File: src/rtl/lsu_pkg.sv
// Shared types and helpers for the load/store initiator.
// Encodings match the RAM controller ramControl field.
package lsu_pkg;

    typedef enum logic [2:0] {
        CTRL_W  = 3'b000,
        CTRL_B  = 3'b001,
        CTRL_H  = 3'b010,
        CTRL_BU = 3'b101,
        CTRL_HU = 3'b110
    } lsu_ctrl_e;

    typedef enum logic [1:0] {
        IDLE,
        ACCESS,
        RESP
    } lsu_state_e;

    // Stores only take the signed encodings; the controller ignores sign on writes.
    function automatic logic is_legal(input logic [2:0] ctrl, input logic we);
        case (ctrl)
            3'b000, 3'b001, 3'b010: is_legal = 1'b1;
            3'b101, 3'b110:         is_legal = !we;
            default:                is_legal = 1'b0;
        endcase
    endfunction

    function automatic logic is_aligned(input logic [2:0] ctrl, input logic [1:0] a);
        case (ctrl[1:0])
            2'b00:   is_aligned = (a == 2'b00);
            2'b10:   is_aligned = !a[0];
            default: is_aligned = 1'b1;
        endcase
    endfunction

endpackage

File: src/rtl/lsu_load_extend.sv
// Sign/zero extension of a byte-assembled load value.
// Only instantiated when LSU_MISALIGN_SPLIT_EN is defined.
module lsu_load_extend
    import lsu_pkg::*;
(
    input  logic [31:0] raw,
    input  logic [2:0]  ctrl,
    output logic [31:0] value
);

    always_comb begin
        value = raw;
        case (ctrl)
            CTRL_B:  value = {{24{raw[7]}}, raw[7:0]};
            CTRL_BU: value = {24'h0, raw[7:0]};
            CTRL_H:  value = {{16{raw[15]}}, raw[15:0]};
            CTRL_HU: value = {16'h0, raw[15:0]};
            default: value = raw;
        endcase
    end

endmodule

File: src/rtl/lsu_initiator.sv
// Load/store initiator driving the byte-lane RAM controller port.
// Define LSU_MISALIGN_SPLIT_EN to split misaligned accesses into byte beats.
module lsu_initiator
    import lsu_pkg::*;
#(
    parameter int ADDR_W = 32,
    parameter int DATA_W = 32
) (
    input  logic              clk,
    input  logic              reset,
    input  logic              req_valid,
    output logic              req_ready,
    input  logic              req_we,
    input  logic [ADDR_W-1:0] req_addr,
    input  logic [DATA_W-1:0] req_wdata,
    input  logic [2:0]        req_ctrl,
    output logic              rsp_valid,
    output logic [DATA_W-1:0] rsp_rdata,
    output logic              rsp_err,
    output logic              mem_we,
    output logic [ADDR_W-1:0] mem_addr,
    output logic [DATA_W-1:0] mem_wdata,
    output logic [2:0]        mem_ctrl,
    input  logic [DATA_W-1:0] mem_rdata
);

    if (DATA_W != 32) begin : g_bad_width
        $error("lsu_initiator: DATA_W must be 32");
    end

    lsu_state_e        state;
    logic              we_q;
    logic              err_q;
    logic [DATA_W-1:0] asm_q;
    logic [DATA_W-1:0] load_val;
    logic              legal;
    logic              aligned;

    assign req_ready = (state == IDLE);
    assign legal     = is_legal(req_ctrl, req_we);
    assign aligned   = is_aligned(req_ctrl, req_addr[1:0]);

`ifdef LSU_MISALIGN_SPLIT_EN
    logic              split_q;
    logic [1:0]        beat_q;
    logic [1:0]        last_q;
    logic [1:0]        beat_n;
    logic [ADDR_W-1:0] addr_q;
    logic [DATA_W-1:0] wdata_q;
    logic [2:0]        ctrl_q;
    logic [31:0]       ext;

    assign beat_n = beat_q + 2'd1;

    lsu_load_extend u_ext (
        .raw   (asm_q),
        .ctrl  (ctrl_q),
        .value (ext)
    );

    assign load_val = split_q ? ext : asm_q;
`else
    assign load_val = asm_q;
`endif

    always_ff @(posedge clk) begin
        if (reset) begin
            state     <= IDLE;
            we_q      <= 1'b0;
            err_q     <= 1'b0;
            asm_q     <= '0;
            rsp_valid <= 1'b0;
            rsp_rdata <= '0;
            rsp_err   <= 1'b0;
            mem_we    <= 1'b0;
            mem_addr  <= '0;
            mem_wdata <= '0;
            mem_ctrl  <= 3'b000;
`ifdef LSU_MISALIGN_SPLIT_EN
            split_q   <= 1'b0;
            beat_q    <= 2'd0;
            last_q    <= 2'd0;
            addr_q    <= '0;
            wdata_q   <= '0;
            ctrl_q    <= 3'b000;
`endif
        end else begin
            rsp_valid <= 1'b0;
            mem_we    <= 1'b0;
            unique case (state)
                IDLE: begin
                    if (req_valid) begin
                        // Error requests still dwell one cycle so latency is uniform.
                        state <= ACCESS;
                        we_q  <= req_we;
                        err_q <= 1'b0;
`ifdef LSU_MISALIGN_SPLIT_EN
                        addr_q  <= req_addr;
                        wdata_q <= req_wdata;
                        ctrl_q  <= req_ctrl;
                        split_q <= 1'b0;
                        beat_q  <= 2'd0;
`endif
                        if (!legal) begin
                            err_q <= 1'b1;
                        end else if (aligned) begin
                            mem_addr  <= req_addr;
                            mem_ctrl  <= req_ctrl;
                            mem_wdata <= req_wdata;
                            mem_we    <= req_we;
                        end else begin
`ifdef LSU_MISALIGN_SPLIT_EN
                            split_q   <= 1'b1;
                            last_q    <= req_ctrl[1] ? 2'd1 : 2'd3;
                            mem_addr  <= req_addr;
                            mem_ctrl  <= req_we ? 3'(CTRL_B) : 3'(CTRL_BU);
                            mem_wdata <= {24'h0, req_wdata[7:0]};
                            mem_we    <= req_we;
`else
                            err_q <= 1'b1;
`endif
                        end
                    end
                end
                ACCESS: begin
`ifdef LSU_MISALIGN_SPLIT_EN
                    if (split_q) begin
                        asm_q[{beat_q, 3'b000} +: 8] <= mem_rdata[7:0];
                        if (beat_q == last_q) begin
                            state <= RESP;
                        end else begin
                            beat_q    <= beat_n;
                            mem_addr  <= addr_q + ADDR_W'(beat_n);
                            mem_wdata <= {24'h0, wdata_q[{beat_n, 3'b000} +: 8]};
                            mem_we    <= we_q;
                        end
                    end else begin
                        asm_q <= mem_rdata;
                        state <= RESP;
                    end
`else
                    asm_q <= mem_rdata;
                    state <= RESP;
`endif
                end
                RESP: begin
                    rsp_valid <= 1'b1;
                    rsp_err   <= err_q;
                    rsp_rdata <= (err_q || we_q) ? '0 : load_val;
                    state     <= IDLE;
                end
                default: state <= IDLE;
            endcase
        end
    end

endmodule

File: config.mk
export PLATFORM = sky130hd
export DESIGN_NAME = lsu_initiator
export DESIGN_NICKNAME = d
export VERILOG_FILES = /design/src/rtl/lsu_pkg.sv /design/src/rtl/lsu_load_extend.sv /design/src/rtl/lsu_initiator.sv
export SDC_FILE = /design/constraint.sdc
export NUM_CORES = 1
export LEC_CHECK = 0
export CAP_MARGIN = 20
export CORE_MARGIN = 5
export CORE_UTILIZATION = 47
export CTS_CLUSTER_SIZE = 24
export DETAILED_ROUTE_END_ITERATION = 8
export PLACE_DENSITY = 0.93
export SLEW_MARGIN = 0
export SYNTH_ARGS = -nofsm -noshare
export SYNTH_HDL_FRONTEND = slang
export SYNTH_SLANG_ARGS = --single-unit
File: constraint.sdc
create_clock -name clk -period 5.5 [get_ports clk]
set_clock_uncertainty 0.1 [all_clocks]
set_input_delay 1.1 -clock clk [delete_from_list [all_inputs] [get_ports clk]]
set_output_delay 1.1 -clock clk [all_outputs]
set_load 0.005 [all_outputs]
; ---- Word-level counts from Yosys, hierarchy flattened
; Index checks and enable logic that the tools add are counted.
[totals]
register_bits = 138
input_bits = 103
out_inout_bits = 103
elab_cells = 43
[op_classes]
n_eq_ne = 8
muxes = 8
n_bitwise = 4
n_reduce_logical = 12
[ops]
columns = operator, n
row1 = $mux 32, 1
row2 = $eq 3x3->1 const B, 2
row3 = $logic_not 2->1, 3
row4 = $reduce_or 5->1, 1
row5 = $eq 2x2->1 const B, 2
row6 = $not 1->1, 4
row7 = $pmux 1 s2, 2
row8 = $pmux 2 s2, 1
row9 = $reduce_and 4->1, 1
row10 = $eq 3x1->1 const B, 1
row11 = $eq 3x2->1 const B, 1
row12 = $logic_not 3->1, 1
row13 = $mux 1, 3
row14 = $reduce_or 3->1, 1
row15 = $eq 2x1->1 const B, 1
row16 = $logic_not 1->1, 2
row17 = $mux 2, 1
row18 = $ne 2x2->1 const B, 1
row19 = $reduce_and 2->1, 1
row20 = $reduce_or 2->1, 1
row21 = $logic_or 1x1->1, 1

; ---- Logic depth before layout (Yosys ltp)
; Gate-level depths: netlist (run 1).
[logic_depth]
ltp_word = 5
depth_mapped = 6
mapped_depth_nobuf = 4

; ---- Worst setup path before layout (run 1)
; No wires, ideal clock.
[synth_timing]
path_type = input to register
start = in req_valid
end = reg mem_addr[11]
setup_ns = 0.072
arrival_ns = 2.615
t_required_ns = 5.328
path_slack_ns = 2.713
path_stages = 6
n_path_buf = 2
cell_sequence = or3b_1 > a221o_1 > a211oi_2 > buf_4 > buf_4 > mux2i_1
[synth_between]
elab_chain_len = 1
[synth_rtl]
columns = element, line_no
row1 = from (decl), lsu_initiator.sv:11  ; input logic req_valid,
row2 = $reduce_and 4->1 (no line), n/a
row3 = to (signal assigned), lsu_initiator.sv:107  ; mem_addr <= req_addr;
row4 = to (decl), lsu_initiator.sv:21  ; output logic [ADDR_W-1:0] mem_addr,
; Every way passes these cells.
; A chain may end at the register's enable or synchronous reset.

; ---- Worst setup path after layout (run 1)
[layout_timing]
start = in req_valid
end = reg mem_wdata[9]
[layout_between]
elab_chain_len = 1
[layout_rtl]
columns = element, line_no
row1 = $reduce_and 4->1 (no line), n/a
row2 = to (signal assigned), lsu_initiator.sv:109  ; mem_wdata <= req_wdata;
row3 = to (decl), lsu_initiator.sv:22  ; output logic [DATA_W-1:0] mem_wdata,
; Every way passes these cells.

==> summary.md, run 1 <==
Capture instance of the worst register-to-register path: mem_wdata[9]$_SDFFE_PP0P_. For the net count reported at finish, the log shows 855. The remaining antenna violation count is 0, and the worst hold-check slack is 0.357 ns. The share of total power in combinational logic was 0.106; the setup slack after placement was 1.50 ns. Number of synthesis warnings: 0. The final-layout setup total negative slack is 0 ns, and the fraction of layout cells with a size suffix above 1 is 0.0537. Global routing finished with a remaining overflow of 0.

The number of hold violations in the final report came out at 0. The area growth from synthesis to layout works out to 50.8%. Count of routing violations after the opening detailed-route iteration: 278. The count of cells in the finished layout, fillers not included, comes to 907. The overall die height was 117 um; the TritonCTS buffer count was 17. For the worst setup path, the data arrival time is 3.86 ns. The tools report the number of hold-repair buffers added at the cts stage as 0. The root buffer cell chosen for the clock tree is clkbuf_16.

Across the run, the number of max-cap violations was 0. In this run the static leakage power is 0.00287 uW. The relative contribution of sequential cells to total power came out at 0.427. TritonCTS built the clock tree. In this run, placement finished with an instance count of 876. The tools report the worst reg2reg path startpoint as state[1]$_SDFFE_PP0P_. Overall power consumption after layout is estimated at 2480 uW.

The run gives 14400 um as the total detailed-routing wirelength. Worst-case reg-to-reg path depth: 5. After synthesis, the netlist uses 22 different library cells. Synthesis inferred 138 register bits. Entering global routing, the biggest net connects 138 pins. 206 I/O pins were placed. The number of standard cells after synthesis was 566; the slew at the pin with the worst max-slew slack was 1.10 ns. The critical path goes through clkdlybuf4s50_1, or3b_1, a221o_1, a211oi_4, buf_4, mux2i_1.

The tools report the number of resized instances in the post-cts repair step as 0. Dividing the detail-routed wire length by the instance count gives 15.9 um. The detailed-routing iteration count for the pre-antenna-repair pass came out at 4.

The category of the worst setup path capture point was a flip-flop. Timing endpoint of the critical path: mem_wdata[9]$_SDFFE_PP0P_. Worst reg-to-reg setup slack: 2.68 ns. Tracing the worst setup path back leads to its startpoint at req_valid. The critical path data required time is 5.72 ns, and the number of global-route vias before repair is 4575. The tools report the number of antenna repair diodes as 0. The run gives 1910 uW as the internal power of the cells.

Clock-pin slew was measured on the worst setup and hold paths at 0.06 ns. The cell class contributing the biggest share of worst-path delay is buffers and inverters. The worst setup path is launched from an input pin. Routability-driven placement finished with a final weighted congestion of 0.805. The clock reaches the later pin of the worst-skew pair after 0.40 ns. The number of antenna violations at the first check in global routing is 0. The tools report the part of the Yosys area used for sequential elements as 0.517.

The final critical-path required period is 3.64 ns. Once detailed placement completed, the half-perimeter wirelength came to 10100 um. Detailed routing inserted a total of 4559 vias. The switching part of the total was 0.228; the net count of the mapped netlist was 669. The worst hold path belongs to the class reg2reg. The number of pins exceeding their max-slew limit in the final report was 0.

The floorplan step defined a core boundary enclosing 11300 um^2. The run gives 0.466 as the fraction of power consumed by the clock network. The count of buffering cells on the critical path with inverters included was 2. The slowest cell on the critical path was buf_4.

Row generation in the floorplan step produced 39 rows. Using the TritonRoute via totals, the vias-per-cell ratio works out to 5.03. Setup violations remaining at the end of the flow were counted as 0.

The tools report the H-tree depth as 4. The total power per unit cell area was 308 nW/um^2; the largest buffer count on any clock path was 2. On the worst path, the slowest cell contributes a delay of 0.87 ns. The final clock period utilization by the worst path came out at 0.662. The width of the chip is 117 um. The run gives 0.206 as the total track usage. Along the worst path, the maximum fanout reaches 65. The total number of cells along the worst setup path was 6; the number of buffer cells added on primary ports was 205. The flow ran to the end, and the final reports show no timing, DRC or antenna violations. The initial standard-cell utilization of the core is 0.474, and the number of clock sinks is 138.

After detailed routing, the number of remaining DRC violations is 0. Setup repair after global routing left no endpoint under its margin. The worst setup path is of the in2reg kind. For the worst supply voltage drop on vdd, the log shows 0.000209 V. The mean instance size in the synthesized netlist was 9.43 um^2; the net switching power of the design was 565 uW.

Timing would allow up to 0.275 GHz. The die covers 13600 um^2. Setup slack on the critical path of the routed design comes to 1.86 ns.

The first global-routing pass estimated 22300 um of wire. The cell area that synthesis handed to floorplanning was 5340 um^2. For the worst-case headroom to the max-slew limit, the log shows 0.265. The number of buffers inserted to repair setup after CTS was 0.
Yosys cell counts (all sizes together):
cell,number,share of area
a221o,1,0.0019
nand3,1,0.00094
inv,1,0.00070
buf,8,0.0087
a21oi,35,0.033
o31ai,1,0.0014
nand2,66,0.046
o32ai,1,0.0016
a22oi,32,0.045
and3b,1,0.0016
clkbuf,36,0.025
nor3,3,0.0028
a211oi,1,0.0023
nor2b,1,0.0012
nand2b,133,0.16
nor2,39,0.027
or3b,1,0.0016
or2,1,0.0012
dfxtp,138,0.52
mux2i,66,0.12
how the worst min path moves through the flow:
stage / startpoint / to / slack, ns / cells after the start
3_3_place_gp: asm_q[2]$_SDFFE_PP0N_ / asm_q[2]$_SDFFE_PP0N_ / 0.34 / 2
5_1_grt: asm_q[26]$_SDFFE_PP0N_ / asm_q[26]$_SDFFE_PP0N_ / 0.37 / 2
6_report: asm_q[21]$_SDFFE_PP0N_ / asm_q[21]$_SDFFE_PP0N_ / 0.36 / 2
4_1_cts: asm_q[7]$_SDFFE_PP0N_ / asm_q[7]$_SDFFE_PP0N_ / 0.36 / 2
2_1_floorplan: asm_q[0]$_SDFFE_PP0N_ / asm_q[0]$_SDFFE_PP0N_ / 0.34 / 2
3_5_place_dp: asm_q[7]$_SDFFE_PP0N_ / asm_q[7]$_SDFFE_PP0N_ / 0.35 / 2
worst register-to-register path, stage by stage (launching register included):
cell and delay, ns:
dfxtp_1 0.35, or3b_1 0.43, a221o_1 0.36, a211oi_4 0.24, buf_4 0.87, mux2i_1 0.38
placed cells by master, fill, tap and decap left out:
cell               n
dfxtp_1          138
mux2i_1           66
nand2b_1         133
o32ai_1            1
or3b_1             1
buf_4              6
a21oi_1           35
buf_8              1
clkbuf_16         17
a22oi_1           32
inv_1              1
nand3_1            1
o31ai_1            1
nor3_2             1
inv_6              2
bufinv_16          3
a221o_1            1
clkinv_2           1
nand2_1           66
clkbuf_1           1
nor2b_2            1
clkinv_4           4
and3b_1            1
or2_2              1
clkdlybuf4s50_1  204
a211oi_4           1
nor3_1             2
clkinvlp_4         3
nor2_1            39
flip-flops by register name (all words and copies together) (netlist names):
register and flops:
rsp_rdata 32, mem_addr 32, mem_wdata 32, we_q 1
state 2, mem_we 1, mem_ctrl 3, err_q 1
asm_q 32, rsp_err 1, rsp_valid 1
per-stage QoR:
stage,area [um^2],util
global route,8050,0.714
finish,8050,0.714
detailed placement,7450,0.661
CTS,8050,0.714
global placement,7440,0.660
floorplan,5340,-
metal layers:
layer / vias up / wire [um] / global-route usage
met5: - / 0 / 0
met4: 0 / 281 / 0.0673
met3: 27 / 1410 / 0.0824
met2: 179 / 7070 / 0.347
met1: 2123 / 5660 / 0.241
li1: 2230 / - / -
cell type report:
cell class | count | area [um^2]
fillers | 797 | 3220
flip-flops and latches | 138 | 2760
clock buffers | 18 | 429
clock inverters | 13 | 170
repair buffers | 211 | 2100
inverters | 1 | 3.75
multi-input cells | 383 | 2410
well taps | 143 | 179
power groups by stage:
stage	Combinational [uW]	Clock (uW)	Sequential, uW
floorplan	112	0	1080
global placement	254	0	1080
detailed placement	264	0	1080
CTS	266	1170	1060
global route	285	1220	1060
finish	263	1160	1060
kinds of logic after synthesis:
kind of cell           Yosys count  synth area share
DFF                            138             0.517
muxes                           66             0.124
buffers and inverters           45            0.0347
AOI/OAI and AO/OA               71            0.0851
and+or+nand+nor                246             0.239
Power figures use the tool's default switching activity.
==> run 2: changes to the inputs <==
- CORE_UTILIZATION: 47 -> 40
- PLACE_DENSITY: 0.93 -> 0.85
- clock period: 5.5 -> 3.1 ns (I/O delays scaled with it)
==> run 2 against run 1 <==
Against the previous run:
- clock-buffer cell count up 4
- sequential power up 77%
- register-to-register slack worse by 1.7 ns
- setup slack worse by 1.2 ns
- clock power up 84%
- non-clock buffer count up 5
- sequential share of layout area down 0.69 points
- largest power group unchanged
- worst hold slack worse by 0.0055 ns
- via count down 2.3%
- global-route usage down 3.5 points
- sequential cell count unchanged
==> summary.md, run 2 (synthesis results as in run 1) <==
The run finished with clean final reports. The initial standard-cell utilization of the core is 0.405 (-0.0689), and the worst supply voltage drop on vdd is 0.000383 V (+83%). The area of the placeable core is 13200 um^2 (+17%).

The area growth from synthesis to layout is 53.9%. Routed length per instance: 14.3 um (-10%). The logs give 204 (+48%) for the largest net degree at the start of global routing and 5 (+1) for the detailed-routing iteration count for the pre-antenna-repair pass. The timing-limited maximum frequency is 0.401 GHz, and the number of vias per cell after detailed routing is 4.71 (-6.3%). For the number of ports placed on the die boundary, the log shows 206 (unchanged). The signal on the critical path passes through clkdlybuf4s50_1, or3b_1, a221o_1, a211oi_4, buf_12, buf_12, mux2i_1. The total track usage was 0.171 (-0.0351); the stage delay of the slowest cell on the critical path was 0.50 ns (-0.37 ns). Among cell families on the critical path, the largest total delay comes from buffers and inverters. TritonCTS built the clock tree. The min-delay analysis places its worst path in the category reg2reg.

The critical path is of the in2reg type. The global-route track usage on met1 was 0.197 (-0.0441). The net count reported at finish was 860 (+0.58%); the largest buffer count on any clock path was 2 (unchanged). Width of the chip: 126 um (+7.7%).

The tools report the number of hold violations in the final report as 0 (unchanged). The run gives 0 (unchanged) as the remaining antenna violation count. The library cell used most frequently in the layout, excluding fill and tap cells, is clkdlybuf4s50_1.

The slew at the pin with the worst max-slew slack was 0.725 ns (-0.377 ns); the data arrival at the endpoint of the critical path was 2.72 ns (-1.14 ns). The weighted congestion reported at the end of routability-driven placement is 0.763 (-5.1%), and the worst-case reg-to-reg path depth is 6 (+1). The total detailed-routing wirelength came out at 13500 um (-6.1%). For the met2 demand-to-capacity share in global routing, the log shows 0.274 (-0.0730).

For this design, the slowest cell found on the critical path is clkdlybuf4s50_1. In this run the most critical hold path is launched from asm_q[24]$_SDFFE_PP0N_. Element type at the critical path start: an input pin. Capture instance of the worst register-to-register path: mem_wdata[17]$_SDFFE_PP0P_.

Setup repair after global routing left no endpoint under its margin. The worst reg-to-reg setup slack was 0.94 ns (-1.74 ns); the final-layout setup total negative slack was 0 ns (unchanged). The tools report the worst-case headroom to the max-slew limit as 0.517 (+0.251).

The area of placed instances was 7590 um^2 (+1.8%); the number of buffers inserted to repair setup after CTS was 0 (unchanged). The library cells used most frequently in the layout, excluding fill and tap cells, are 204 x clkdlybuf4s50_1, 138 x dfxtp_1, 133 x nand2b_1. STA classifies the critical path endpoint as a flip-flop. For the number of core rows, the log shows 42 (+7.7%). The count of final setup violators came out at 0 (unchanged). The tools report the root cell of the clock tree as clkbuf_16. Worst reg2reg path startpoint: state[1]$_SDFFE_PP0P_. Number of antenna repair diodes: 0 (unchanged).

The number of buffer cells added on primary ports came out at 205 (unchanged). For hold timing, the worst endpoint is asm_q[24]$_SDFFE_PP0N_. The run gives 4340 (-5.1%) as the number of global-route vias before repair. The logs give 138 (unchanged) for the number of clock sinks and 4490 uW (+81%) for the overall power after layout.

The number of hold-repair buffers added at the cts stage was 0 (unchanged). The TritonCTS buffer count was 17 (unchanged). The fraction of layout cells with a size suffix above 1 is 0.0584 (+0.00478), and the count of routing violations after the opening detailed-route iteration is 247 (-11%). The final clock period utilization by the worst path is 0.803. The tools report the leakage power total as 0.00293 uW (+2.1%). The cell that appears most often on the critical path is buf_12.

The logs give 21800 um (-2.2%) for the global-route wire length before repair and 0 (unchanged) for the number of resized instances in the post-cts repair step. Later-pin clock latency in the skew report: 0.41 ns (about the same). The global routing stage identified its most utilized layer as met2. Number of pins exceeding their max-slew limit in the final report: 0 (unchanged). The number of DRC violations after detailed routing is 0 (unchanged), and the detailed-route via count is 4454 (-2.3%).

The worst hold path cell count came out at 2 (unchanged). Die footprint: 15800 um^2 (+16%). The clock-pin slew of the registers on the worst-case setup and hold paths was 0.06 ns (about the same).

The H-tree depth was 4 (unchanged). For the summed area of non-filler cells in the final layout, the log shows 8220 um^2 (+2.1%). The critical path data required time is 3.33 ns (-2.39 ns).

The logs give 0 (unchanged) for the number of antenna violations at the first check in global routing and 0 (unchanged) for the residual overflow from global routing. The setup slack after placement was 0.151 ns (-1.35 ns); the final worst-path setup slack was 0.609 ns (-1.25 ns). For the number of maximum-capacitance constraint violations, the log shows 0 (unchanged). The maximum fanout along the worst path is 18 (-72%), and the met3 usage is 0.0853 (+0.00290). The total power per unit cell area was 546 nW/um^2 (+77%). The count of buffering cells on the critical path with inverters included is 3 (+1), and the final critical-path required period is 2.49 ns. The tools report the half-perimeter wire length after detailed placement as 9270 um (-8.6%).

The overall die height was 126 um (+7.7%).
[run 2: cell count changes in the layout (fill, tap and decap cells not counted), sizes merged]
cell / before / now
bufinv: 3 / 4
clkbuf: 18 / 22
buf: 7 / 12
clkinvlp: 3 / 2
clkinv: 5 / 4
inv: 3 / 1
[run 2: cell type report]
cell class	count	area [um^2]
Inverter	1	3.75
Tap cell	176	220
Clock buffer	22	464
Multi-Input combinational cell	383	2410
Timing Repair Buffer	216	2190
Fill cell	1085	4970
Clock inverter	10	166
Sequential cell	138	2760
[run 2: stage by stage]
step                      hold slack [ns]  cells  utilization
after CTS                           0.355    946        0.623
after global routing                0.374    946        0.623
after floorplan                     0.336    566            -
after detailed placement            0.347    914        0.575
after global placement              0.341    914        0.575
final                               0.351    946        0.623
[run 2: worst max path at each step]
stage	startpoint	end	slack [ns]	cells after the start
2_1_floorplan	req_valid	mem_addr[11]$_SDFFE_PP0P_	0.79	6
3_3_place_gp	req_valid	mem_wdata[18]$_SDFFE_PP0P_	0.24	7
3_5_place_dp	req_valid	mem_wdata[17]$_SDFFE_PP0P_	0.15	7
4_1_cts	req_valid	mem_wdata[17]$_SDFFE_PP0P_	0.60	7
5_1_grt	req_valid	mem_wdata[17]$_SDFFE_PP0P_	0.50	7
6_report	req_valid	mem_wdata[17]$_SDFFE_PP0P_	0.61	7
[run 2: worst min-delay path, delay by kind of cell, from the launching register on]
family / cells / cell delay, ns
AO/OA/AOI/OAI: 1 / 0.05
flip-flops: 1 / 0.30
AND/OR/NAND/NOR: 1 / 0.05
[run 2: report_power, final]
group	internal [uW]	total [uW]	switching (uW)	leakage (uW)
logic	295	473	178	0.00151
clock network	1390	2140	747	0.000301
registers	1840	1880	35.6	0.00112
[run 2: per-layer routing]
| layer | vias up | wire [um] |
|---|---|---|
| met5 | - | 0 |
| met4 | 0 | 189 |
| met3 | 15 | 1420 |
| met2 | 150 | 6290 |
| met1 | 2044 | 5640 |
| li1 | 2245 | - |
==> run 3: changes to the inputs <==
- CORE_UTILIZATION: 40 -> 44
- PLACE_DENSITY: 0.85 -> 0.88
- clock period: 3.1 -> 2.4 ns (I/O delays scaled with it)
==> run 3 against run 2 <==
Against the previous run:
- sequential share of layout area increased by 0.18 points
- power increased by 21%
- critical endpoint is now mem_addr[26]$_SDFFE_PP0P_
- worst hold slack improved by 0.0022 ns
- largest power group is now registers
- largest cell class unchanged
- combinational power increased by 36%
- sequential power increased by 29%
==> summary.md, run 3 (synthesis results as in run 1) <==
STA classifies the critical path startpoint as an input pin. For the half-perimeter wire length after detailed placement, the log shows 10500 um (+13%). The tools report the number of core rows as 40 (-4.8%).

The largest buffer count on any clock path is 2 (unchanged). The width of the chip works out to 120 um (-4.3%). For the met2 demand-to-capacity share in global routing, the log shows 0.345 (+0.0709).

Highest-utilization routing layer at the global route stage: met2. The number of pins exceeding their max-slew limit in the final report was 0 (unchanged). The number of buffer cells added on primary ports is 205 (unchanged), and the detailed-route via count is 4609 (+3.5%). The logs give 0 ns (unchanged) for the final-layout setup total negative slack and 4 (unchanged) for the H-tree depth.

The library cells used most frequently in the layout, excluding fill and tap cells, are 204 x clkdlybuf4s50_1, 138 x dfxtp_1, 133 x nand2b_1. The area growth from synthesis to layout is 53.1%, and the number of hold violations in the final report is 0 (unchanged). The fraction of layout cells with a size suffix above 1 works out to 0.0717 (+0.0133). The flow ran to the end, and the final reports show no timing, DRC or antenna violations. The slew at the pin with the worst max-slew slack works out to 0.660 ns (-0.0644 ns).

The run gives 2.63 ns (-0.70 ns) as the critical path data required time. The worst setup path is captured at a flip-flop. The number of global-route vias before repair is 4774 (+10%), and the clock-pin slew of the registers on the worst-case setup and hold paths is 0.06 ns (about the same). The total power per unit cell area works out to 663 nW/um^2 (+21%). Number of antenna violations at the first check in global routing: 0 (unchanged). Number of fill cells in the layout: 897 (-17%).

The logs give 0 (unchanged) for the number of maximum-capacitance constraint violations and 5420 uW (+21%) for the overall power after layout. The final clock period utilization by the worst path is 0.964, and the share of the core filled with cells is 0.683 (+0.0603). The global-route wire length before repair is 24000 um (+10%). The TritonCTS buffer count was 17 (unchanged). The maximum fanout along the worst path was 17 (-1); the leakage power total was 0.00295 uW (+0.70%). The number of DRC violations after detailed routing is 0 (unchanged), and the detailed-routing iteration count for the pre-antenna-repair pass is 4 (-1). For the finished layout, the period the worst path requires is 2.31 ns. The data arrival at the endpoint of the critical path was 2.54 ns (-0.18 ns).

The die footprint was 14400 um^2 (-8.4%). The critical path is of the in2reg type. The tools report the worst hold-check slack as 0.353 ns (+0.00215 ns). The number of buffers inserted to repair setup after CTS is 0 (unchanged), and the later-pin clock latency in the skew report is 0.41 ns (about the same).

The logs give 0.560 (+0.0429) for the worst-case headroom to the max-slew limit and 14800 um (+9.4%) for the total detailed-routing wirelength. The worst supply voltage drop on vdd is 0.000447 V (+17%). The tools report the global-route track usage on met1 as 0.241 (+0.0445).

Setup repair after global routing left no endpoint under its margin. The count of final setup violators is 0 (unchanged), and the met3 usage is 0.0815 (-0.00376). The routed length per instance works out to 16.0 um (+12%).

TritonCTS built the clock tree. The tools report the number of hold-repair buffers added at the cts stage as 0 (unchanged). The number of vias per cell after detailed routing is 4.97 (+5.5%). The run gives 0 (unchanged) as the number of antenna repair diodes. The library cell used most frequently in the layout, excluding fill and tap cells, is clkdlybuf4s50_1. The number of clock sinks is 138 (unchanged), and the overall die height is 120 um (-4.3%). The net count reported at finish came out at 872 (+1.4%).

The logs give 0 (unchanged) for the remaining antenna violation count and 0.446 (+0.0416) for the initial standard-cell utilization of the core. The run gives 0 (unchanged) as the residual overflow from global routing. The weighted congestion reported at the end of routability-driven placement came out at 0.829 (+8.5%). Static timing analysis puts the maximum clock frequency at 0.432 GHz. The largest net degree at the start of global routing was 120 (-41%). The logs give 204 (-17%) for the count of routing violations after the opening detailed-route iteration and 12000 um^2 (-9.3%) for the area of the placeable core. The root buffer cell chosen for the clock tree is clkbuf_16. The number of ports placed on the die boundary was 206 (unchanged). The type of the most critical hold path was reg2reg. For the total track usage, the log shows 0.208 (+0.0369).
==> run 3: layer usage <==
metal / vias up / routed length (um)
li1: 2269 / -
met1: 2129 / 5930
met2: 185 / 7170
met3: 26 / 1450
met4: 0 / 272
met5: - / 0
==> run 3: what timing repair did <==
action,CTS,global route
resized for setup,0,1
hold endpoints to repair,0,0
setup endpoints to repair,0,1
==> run 3: metrics by stage <==
step           worst slack (ns)  cell area [um^2]  instances
2_1_floorplan             0.233              5340        566
3_3_place_gp             -0.205              7640        897
3_5_place_dp             -0.292              7640        897
4_1_cts                  0.0596              8170        928
5_1_grt                  0.0500              8170        928
6_report                 0.0852              8170        928
==> run 3: final cells by class <==
class,instances,area (um^2),area share
timing repair buffer,228,2280,0.280
sequential,138,2760,0.338
clock inverter,9,75.1,0.00918
multi-input combinational,383,2410,0.295
tap,147,184,0.0225
clock buffer,22,454,0.0556
inverter,1,3.75,0.000459
==> run 3: path summary, 6_finish.rpt <==
path | from | to | slack, ns | cells past startpoint
worst max-delay path | req_valid | mem_addr[26]$_SDFFE_PP0P_ | 0.09 | 7
worst min-delay path | asm_q[8]$_SDFFE_PP0N_ | asm_q[8]$_SDFFE_PP0N_ | 0.35 | 2
worst max register to register | state[1]$_SDFFE_PP0P_ | mem_addr[26]$_SDFFE_PP0P_ | 0.26 | 6
worst min register to register | asm_q[8]$_SDFFE_PP0N_ | asm_q[8]$_SDFFE_PP0N_ | 0.35 | 2
==> run 3: critical path: stages <==
cell and delay (ns):
clkdlybuf4s50_1 0.47, or3b_1 0.38, a221o_1 0.33, a211oi_4 0.24, buf_12 0.19, buf_12 0.18, mux2i_2 0.26
==> run 3: power breakdown <==
group	leakage (uW)	switching, uW	internal, uW
Clock	0.000259	915	1430
Combinational	0.00157	248	396
Sequential	0.00112	49.4	2380
Total	0.00295	1210	4210
==> RTL change: new RTL, config.mk and constraints of run 2 <==
Re-encode `lsu_state_e` (3 states) as one-hot, 3 bits wide.
--- a/src/rtl/lsu_pkg.sv
+++ b/src/rtl/lsu_pkg.sv
@@ -10,10 +10,10 @@
         CTRL_HU = 3'b110
     } lsu_ctrl_e;
 
-    typedef enum logic [1:0] {
-        IDLE,
-        ACCESS,
-        RESP
+    typedef enum logic [2:0] {
+        IDLE   = 3'b001,
+        ACCESS = 3'b010,
+        RESP   = 3'b100
     } lsu_state_e;
 
     // Stores only take the signed encodings; the controller ignores sign on writes.
Formal check against the unedited RTL: no difference found for any inputs over 4 cycles, from zero or initial values and one cycle with reset high; so few cycles prove little.
==> RTL change against run 2 <==
Maximum frequency up 6.8%; sequential share of layout area up 0.35 points; area after synthesis up 0.26%; sequential cell count up 1; power up 1.5%; design area down 0.32%; critical path depth down 1; setup slack better by 0.16 ns; wire length up 1.3%; synthesized cell count down 5.8%; core utilization down 0.20 points; critical endpoint is now mem_wdata[8]$_SDFFE_PP0P_; largest power group unchanged; highest routed layer unchanged.
==> RTL change: results (changes against run 2) <==
set qor(worstReg2RegStart) {state[2]$_SDFFE_PP0P_} ;# was state[1]$_SDFFE_PP0P_
set qor(largest_net_degree_at_the_start_of_global_routing) 113 ;# was 204
set qor(routability_driven_placement_congestion_ratio) 0.8253 ;# was 0.7634
set qor(wl_mm) 13.72 ;# was 13.54 mm
set qor(netlist_top_cells_count) {sky130_fd_sc_hd__dfxtp_1, sky130_fd_sc_hd__nand2b_1, sky130_fd_sc_hd__nand2_1} ;# was sky130_fd_sc_hd__dfxtp_1, sky130_fd_sc_hd__nand2b_1, sky130_fd_sc_hd__mux2i_1, sky130_fd_sc_hd__nand2_1, sky130_fd_sc_hd__nor2_1
set qor(post_synth_mux_area_share_pct) 12.34 ;# was 12.37%
set qor(worstPathMaxFanout) 22 ;# was 18
set qor(fmaxAchievable_mhz) 428.7 ;# was 401.5 MHz
set qor(run_status) {finished clean} ;# unchanged
set qor(ir_worst_vdd_v) 0.0002967 ;# was 0.0003829 V
set qor(maxSlewHeadroom_pct) 43.90 ;# was 51.70%
set qor(mappedNetlistNets) 636 ;# was 669
set qor(pre_cts_ws_ns) 0.3233 ;# was 0.1511 ns
set qor(wl_met1_mm) 5.848 ;# was 5.640 mm
set qor(synth-compound-area-share_pct) 9.327 ;# was 8.507%
set qor(met2_wirelength_mm) 6.502 ;# was 6.294 mm
set qor(worst-r2r-cell-count) 5 ;# was 6
set qor(worst_ep_arrival_time_ns) 2.56 ;# was 2.72 ns
set qor(grt_use_met2_pct) 28.26 ;# was 27.41%
set qor(synth_cell_types) 29 ;# was 22
set qor(placedCellCount) 882 ;# was 914
set qor(grt_use_met1_pct) 20.67 ;# was 19.69%
set qor(design.final.nets) 829 ;# was 860
set qor(detailedPlacementHpwl_mm) 9.867 ;# was 9.274 mm
set qor(layout-drive-gt1-share_pct) 6.098 ;# was 5.844%
set qor(synthTopCellsByArea) {sky130_fd_sc_hd__dfxtp_1, sky130_fd_sc_hd__nand2b_1, sky130_fd_sc_hd__mux2i_1, sky130_fd_sc_hd__a22o_1, sky130_fd_sc_hd__nand2_1} ;# was sky130_fd_sc_hd__dfxtp_1, sky130_fd_sc_hd__nand2b_1, sky130_fd_sc_hd__mux2i_1, sky130_fd_sc_hd__nand2_1, sky130_fd_sc_hd__a22oi_1
set qor(synth_sequential_area_ratio_pct) 51.99 ;# was 51.75%
set qor(post_cts.repair.setup_buffers) 0 ;# unchanged
set qor(groute.usage.overall_pct) 17.30 ;# was 17.12%
set qor(cellLeakagePower_nw) 2.918 ;# was 2.933 nW
set qor(timing.reg2reg.setup_slack_ns) 1.03 ;# was 0.94 ns
set qor(synthesis.area_per_instance_sq_um) 10.04 ;# was 9.433 sq um
set qor(rr_endpoint) {mem_wdata[8]$_SDFFE_PP0P_} ;# was mem_wdata[17]$_SDFFE_PP0P_
set qor(vias) 4362 ;# was 4454
## RTL change: changes by cell type after synthesis, moves of 2 or more
cell | before | now
sky130_fd_sc_hd__a22o_1 | 0 | 32
sky130_fd_sc_hd__buf_12 | 0 | 2
sky130_fd_sc_hd__buf_4 | 3 | 0
sky130_fd_sc_hd__nand2b_1 | 133 | 131
sky130_fd_sc_hd__a22oi_1 | 32 | 0
sky130_fd_sc_hd__clkbuf_1 | 36 | 28
sky130_fd_sc_hd__buf_6 | 0 | 6
sky130_fd_sc_hd__nor3_1 | 3 | 1
sky130_fd_sc_hd__nor2_1 | 39 | 7
## RTL change: through the flow
stage          instance area [sq um]  power [mW]  hold slack [ns]  utilization [%]
2_1_floorplan                   5353       2.075           0.3360                -
3_3_place_gp                    7510       2.309           0.3414            56.93
3_5_place_dp                    7510       2.320           0.3467            56.93
4_1_cts                         8177       4.609           0.3559            61.99
5_1_grt                         8192       4.726           0.3762            62.10
6_report                        8192       4.557           0.3512            62.10
## RTL change: worst min-delay path by stage
stage	slack (ns)	cells past startpoint	startpoint	to
final	0.35	2	asm_q[7]$_SDFFE_PP0N_	asm_q[7]$_SDFFE_PP0N_
after global placement	0.34	2	asm_q[9]$_SDFFE_PP0N_	asm_q[9]$_SDFFE_PP0N_
after detailed placement	0.35	2	asm_q[17]$_SDFFE_PP0N_	asm_q[17]$_SDFFE_PP0N_
after floorplan	0.34	2	asm_q[0]$_SDFFE_PP0N_	asm_q[0]$_SDFFE_PP0N_
after global routing	0.38	2	asm_q[1]$_SDFFE_PP0N_	asm_q[1]$_SDFFE_PP0N_
after CTS	0.36	2	asm_q[22]$_SDFFE_PP0N_	asm_q[22]$_SDFFE_PP0N_
## RTL change: final cells by class
type | instances | area [sq um]
Tap cell | 176 | 220.2
Clock buffer | 18 | 429.2
Clock inverter | 13 | 237.7
Inverter | 1 | 3.754
Multi-Input combinational cell | 353 | 2356
Fill cell | 1037 | 4999
Sequential cell | 139 | 2783
Timing Repair Buffer | 214 | 2162
## RTL change: cell families (layout without fill, tap and decap cells)
logic type             Yosys count  in the layout
multiplexers                    66             66
AND/OR/NAND/NOR                215            215
AO/OA/AOI/OAI                   72             72
flip-flops                     139            139
buffers and inverters           41            246
## RTL change: worst max-delay path, cell delays in order
cell	delay (ns)
sky130_fd_sc_hd__clkdlybuf4s50_1	0.49
sky130_fd_sc_hd__and4bb_4	0.27
sky130_fd_sc_hd__a21boi_2	0.22
sky130_fd_sc_hd__o311a_4	0.49
sky130_fd_sc_hd__buf_12	0.24
sky130_fd_sc_hd__mux2i_1	0.21
## RTL change: power breakdown
part           leakage [nW]  internal, mW  switching, mW  total, mW
Sequential             1.12          1.84         0.0293       1.86
Combinational          1.47         0.267          0.149      0.416
Clock                 0.326          1.52          0.761       2.28
Total                  2.92          3.62          0.939       4.56
